==> src/rtl/jump_arc_ctrl.sv <==
// Per-fighter vertical jump controller: symmetric gravity arc with apex hang and landing
// recovery, producing a registered signed Y delta that always sums back to ground height.
module jump_arc_ctrl #(
  parameter int unsigned JUMP_V0     = 8,
  parameter int unsigned GRAVITY     = 1,
  parameter int unsigned HANG_FRAMES = 2,
  parameter int unsigned LAND_FRAMES = 4
) (
  input  logic       frame_clk,
  input  logic       Reset_n,
  input  logic       Jump,
  output logic [9:0] Y_Motion,
  output logic       Jmp,
  output logic [9:0] Height,
  output logic       Apex
);

  localparam logic [4:0] V0     = 5'(JUMP_V0);
  localparam logic [4:0] Grav   = 5'(GRAVITY);
  localparam logic [3:0] HangLd = (HANG_FRAMES == 0) ? 4'd0 : 4'(HANG_FRAMES - 1);
  localparam logic [3:0] LandLd = (LAND_FRAMES == 0) ? 4'd0 : 4'(LAND_FRAMES - 1);

  typedef enum logic [2:0] {StIdle, StAscend, StHang, StDescend, StLand} state_e;

  state_e     state_q, state_d;
  logic [4:0] vel_q, vel_d;
  logic [3:0] cnt_q, cnt_d;
  logic       armed_q, armed_d;
  logic [9:0] y_q, y_d;
  logic       jmp_q, jmp_d;
  logic [9:0] height_q, height_d;
  logic       apex_q, apex_d;

  logic [5:0] vel_sum;
  logic [4:0] vel_inc;

  // Downward step limited to the height left once the pending motion has been applied.
  function automatic logic [9:0] clamp_step(input logic [4:0] v, input logic [9:0] rem);
    return (rem < {5'd0, v}) ? rem : {5'd0, v};
  endfunction

  always_comb begin
    vel_sum  = {1'b0, vel_q} + {1'b0, Grav};
    vel_inc  = vel_sum[5] ? 5'd31 : vel_sum[4:0];
    state_d  = state_q;
    vel_d    = vel_q;
    cnt_d    = cnt_q;
    y_d      = '0;
    apex_d   = 1'b0;
    jmp_d    = jmp_q;
    height_d = height_q - y_q;
    armed_d  = armed_q | ~Jump;

    unique case (state_q)
      StIdle: begin
        jmp_d = 1'b0;
        if (Jump && armed_q) begin
          state_d = StAscend;
          vel_d   = V0;
          y_d     = -{5'd0, V0};
          jmp_d   = 1'b1;
          armed_d = 1'b0;
        end
      end
      StAscend: begin
        vel_d = vel_q - Grav;
        if (vel_q > Grav) begin
          y_d = -{5'd0, vel_d};
        end else if (HANG_FRAMES != 0) begin
          state_d = StHang;
          apex_d  = 1'b1;
          cnt_d   = HangLd;
        end else begin
          state_d = StDescend;
          vel_d   = Grav;
          y_d     = clamp_step(Grav, height_d);
        end
      end
      StHang: begin
        if (cnt_q == 4'd0) begin
          state_d = StDescend;
          vel_d   = Grav;
          y_d     = clamp_step(Grav, height_d);
        end else begin
          cnt_d = cnt_q - 4'd1;
        end
      end
      StDescend: begin
        if (height_d == 10'd0) begin
          if (LAND_FRAMES != 0) begin
            state_d = StLand;
            cnt_d   = LandLd;
          end else begin
            state_d = StIdle;
            jmp_d   = 1'b0;
          end
        end else begin
          vel_d = vel_inc;
          y_d   = clamp_step(vel_inc, height_d);
        end
      end
      StLand: begin
        if (cnt_q == 4'd0) begin
          state_d = StIdle;
          jmp_d   = 1'b0;
        end else begin
          cnt_d = cnt_q - 4'd1;
        end
      end
      default: begin
        state_d = StIdle;
        jmp_d   = 1'b0;
      end
    endcase
  end

  always_ff @(posedge frame_clk or negedge Reset_n) begin
    if (!Reset_n) begin
      state_q  <= StIdle;
      vel_q    <= '0;
      cnt_q    <= '0;
      armed_q  <= 1'b1;
      y_q      <= '0;
      jmp_q    <= 1'b0;
      height_q <= '0;
      apex_q   <= 1'b0;
    end else begin
      state_q  <= state_d;
      vel_q    <= vel_d;
      cnt_q    <= cnt_d;
      armed_q  <= armed_d;
      y_q      <= y_d;
      jmp_q    <= jmp_d;
      height_q <= height_d;
      apex_q   <= apex_d;
    end
  end

  assign Y_Motion = y_q;
  assign Jmp      = jmp_q;
  assign Height   = height_q;
  assign Apex     = apex_q;

endmodule

==> config.mk <==
export PLATFORM = sky130hd
export DESIGN_NAME = jump_arc_ctrl
export DESIGN_NICKNAME = d
export VERILOG_FILES = /design/src/rtl/jump_arc_ctrl.sv
export SDC_FILE = /design/constraint.sdc
export NUM_CORES = 1
export LEC_CHECK = 0
export ABC_AREA = 0
export ABC_CLOCK_PERIOD_IN_PS = 4300
export CORE_ASPECT_RATIO = 0.5
export CORE_MARGIN = 3
export CORE_UTILIZATION = 55
export CTS_BUF_LIST = sky130_fd_sc_hd__clkbuf_8
export CTS_CLUSTER_SIZE = 14
export DETAILED_ROUTE_END_ITERATION = 10
export PLACE_DENSITY = 0.9
export SYNTH_ARGS = -nofsm -noshare
export SYNTH_HDL_FRONTEND = slang
export SYNTH_SLANG_ARGS = --single-unit
export TNS_END_PERCENT = 20
==> constraint.sdc <==
create_clock -name frame_clk -period 4.3 [get_ports frame_clk]
set_input_delay 0.86 -clock frame_clk [delete_from_list [all_inputs] [get_ports frame_clk]]
set_output_delay 0.86 -clock frame_clk [all_outputs]
set_load 0.05 [all_outputs]
==> flow_summary.json <==
{
  "viasPerCell": 6.18,
  "antenna_left": 0,
  "setup_viol": 0,
  "clock_latency_ns": 0.29,
  "worstSetupStartpointType": "flip-flop",
  "r2r_cells": 11,
  "fin_crit_ns": 3.56,
  "drc": 0,
  "wirelength_um": 5710,
  "seq_area_frac_synth_pct": 36.7,
  "gp_congestion": 0.925,
  "grt_pass1_vias": 2037,
  "synth_edf_count": 0,
  "layout-drive-gt1-share_pct": 6.92,
  "crit_type": "reg2reg",
  "ys_top_cells_by_area": "dfrtp_1 36%, ha_1 9.4%, inv_1 4.6%",
  "clock-root-buffer": "clkbuf_8",
  "synthCells": 266,
  "yosysWarnings": 0,
  "first_iter_violations": 197,
  "grt_usage_pct": 23.1,
  "fin_crit_sh_pct": 82.9,
  "numClockSinks": 35,
  "whs_ns": 0.483,
  "synth_top_area_cell": "dfrtp_1",
  "cts.path.max_buffers": 2,
  "worstHoldStart": "armed_q$_DFF_PN1_",
  "row_count": 16,
  "skew_ns": 0.0120,
  "hold_violations": 0,
  "syn-num-nets": 288,
  "async_flop_share_pct": 100,
  "path_clk_slew_ns": 0.08,
  "dieArea_sq_um": 5220,
  "ys_ff_latch": 35,
  "grt_remaining_overflow": 0,
  "cts_tree": "built",
  "fillers": 294,
  "cts_hold_buf": 0,
  "via_count": 2121,
  "nets": 310,
  "drv_slew": 0,
  "cts-resized-gates": 0,
  "slew_headroom_pct": 43.4,
  "core_sq_um": 4040,
  "die_w_um": 99.2,
  "htreeDepth": 2,
  "start_util_pct": 59.1,
  "first_pass_iters": 4,
  "r2r-start": "Height[0]$_DFF_PN0_",
  "cap_violations": 0,
  "grt_start_max_net_pins": 36,
  "hold_end": "armed_q$_DFF_PN1_",
  "critPathMaxFanout": 9,
  "hp-class": "reg2reg",
  "avgSynthCellArea_sq_um": 8.98,
  "worstSetupEndpointType": "flip-flop",
  "synthFlopType": "dfrtp_1",
  "regArea_sq_um": 877,
  "grt_pass1_wl_um": 9510,
  "cts_setup_buffers": 0,
  "status": "completed",
  "synth_area_sq_um": 2390,
  "antenna_found_initial": 0,
  "multiInputGateArea_sq_um": 1360,
  "rr_endpoint": "vel_q[4]$_DFFE_PN0P_",
  "cts_made_buffers": 5,
  "synthDistinctLibCells": 48,
  "hpwl_um": 4280,
  "r2r_slack_ns": 0.74,
  "io_pins": 25,
  "routedWlPerCell_um": 16.6,
  "place.port_buffers": 24,
  "crit_required_ns": 4.48,
  "fin_tns_setup_ns": 0,
  "diodes": 0,
  "synth_top_area_share_pct": 35.6,
  "tightest_slew_ns": 0.844,
  "syn_to_final_growth_pct": 15.3,
  "cp.arrival_ns": 3.74,
  "hold_depth": 2,
  "grt_setup_unrepaired": "no",
  "die_h_um": 52.6,
  "fmax_ghz": 0.281
}
==> stage by stage <==
stage               utilization, %  cells  cell area (sq um)  setup slack (ns)
finish                        68.1    343               2760             0.737
global route                  68.1    343               2760             0.591
CTS                           68.1    343               2760             0.779
detailed placement            65.9    335               2660             0.808
global placement              65.9    335               2660             0.898
floorplan                        -    266               2390             0.721
==> layer usage <==
layer / share of wire, % / up-vias / GRT usage (%)
met5: 0 / - / 0
met2: 47 / 96 / 39.9
met1: 44 / 1010 / 29.5
li1: - / 991 / -
met3: 6.1 / 24 / 3.45
met4: 3.1 / 0 / 9.30
==> flip-flops by register name, summed over array words and instances, names as in the netlist <==
register	flops
Height	10
state_q	3
Jmp	1
cnt_q	4
armed_q	1
Apex	1
vel_q	5
Y_Motion	10
==> cells in the mapped netlist, types with 2 or more instances <==
cell type / instances
dfrtp_1: 34
inv_1: 29
nor2_1: 24
ha_1: 18
nand2_1: 18
o21ai_0: 16
a21oi_1: 12
nand3_1: 11
nor3_1: 8
xor2_1: 8
clkbuf_1: 7
mux2i_1: 6
nand4_1: 5
nor2b_1: 5
xnor2_1: 5
a21o_1: 4
a31oi_1: 4
and3_1: 4
o31ai_1: 4
buf_2: 3
nand2b_1: 3
o211ai_1: 3
o221ai_1: 3
a22o_1: 2
a32oi_1: 2
mux2_2: 2
mux2_4: 2
nor3_4: 2
nor4_1: 2
or3_1: 2
==> kinds of logic (layout without fill, tap and decap cells) <==
family / after synthesis / in the layout / synth area share [%]
buf+inv: 39 / 62 / 6.28
flops: 35 / 35 / 36.7
xor+xnor: 13 / 13 / 4.76
fa+ha+maj: 19 / 19 / 10.3
compound gates: 59 / 59 / 17.1
mux: 10 / 10 / 4.71
simple gates: 91 / 91 / 20.2
==> cell usage in the layout, fill, tap and decap left out, types with 3 or more instances in the layout <==
cell / count
dfrtp_1: 34
nand2b_1: 3
nor3_1: 8
o211ai_1: 3
xor2_1: 8
xnor2_1: 5
inv_1: 30
o221ai_1: 3
nand2_1: 18
and3_1: 4
nor2b_1: 5
mux2i_1: 6
a21o_1: 4
a31oi_1: 4
a21oi_1: 12
nand4_1: 5
nand3_1: 11
clkbuf_8: 6
o21ai_0: 16
ha_1: 18
o31ai_1: 4
nor2_1: 24
clkdlybuf4s50_1: 24
==> worst max-delay path by stage <==
stage	from	endpoint	slack (ns)
global placement	Y_Motion[0]$_DFF_PN0_	vel_q[4]$_DFFE_PN0P_	0.90
global route	Height[0]$_DFF_PN0_	vel_q[4]$_DFFE_PN0P_	0.59
CTS	Height[0]$_DFF_PN0_	vel_q[4]$_DFFE_PN0P_	0.78
floorplan	Height[0]$_DFF_PN0_	vel_q[4]$_DFFE_PN0P_	0.72
finish	Height[0]$_DFF_PN0_	vel_q[4]$_DFFE_PN0P_	0.74
detailed placement	Height[0]$_DFF_PN0_	vel_q[4]$_DFFE_PN0P_	0.81
==> critical path, cell delays in order (launching register included) <==
cell	delay, ns
dfrtp_1	0.39
inv_1	0.05
ha_1	0.20
fa_1	0.39
nand2b_1	0.17
a21oi_2	0.25
nor4_1	0.07
or3_4	0.37
or4_4	0.58
nor3_4	0.42
a311oi_4	0.21
mux2_4	0.35
==> area by class of cell <==
type | count | share of cell area, %
Clock buffer | 6 | 3.00
Clock inverter | 2 | 0.318
Inverter | 29 | 3.95
Multi-Input combinational cell | 192 | 49.5
Sequential cell | 35 | 31.8
Tap cell | 54 | 2.45
Timing Repair Buffer | 25 | 8.99
Power is left out: the tool's default activity adds up to more than one toggle a clock period on the data nets, which glitch-free logic cannot reach.
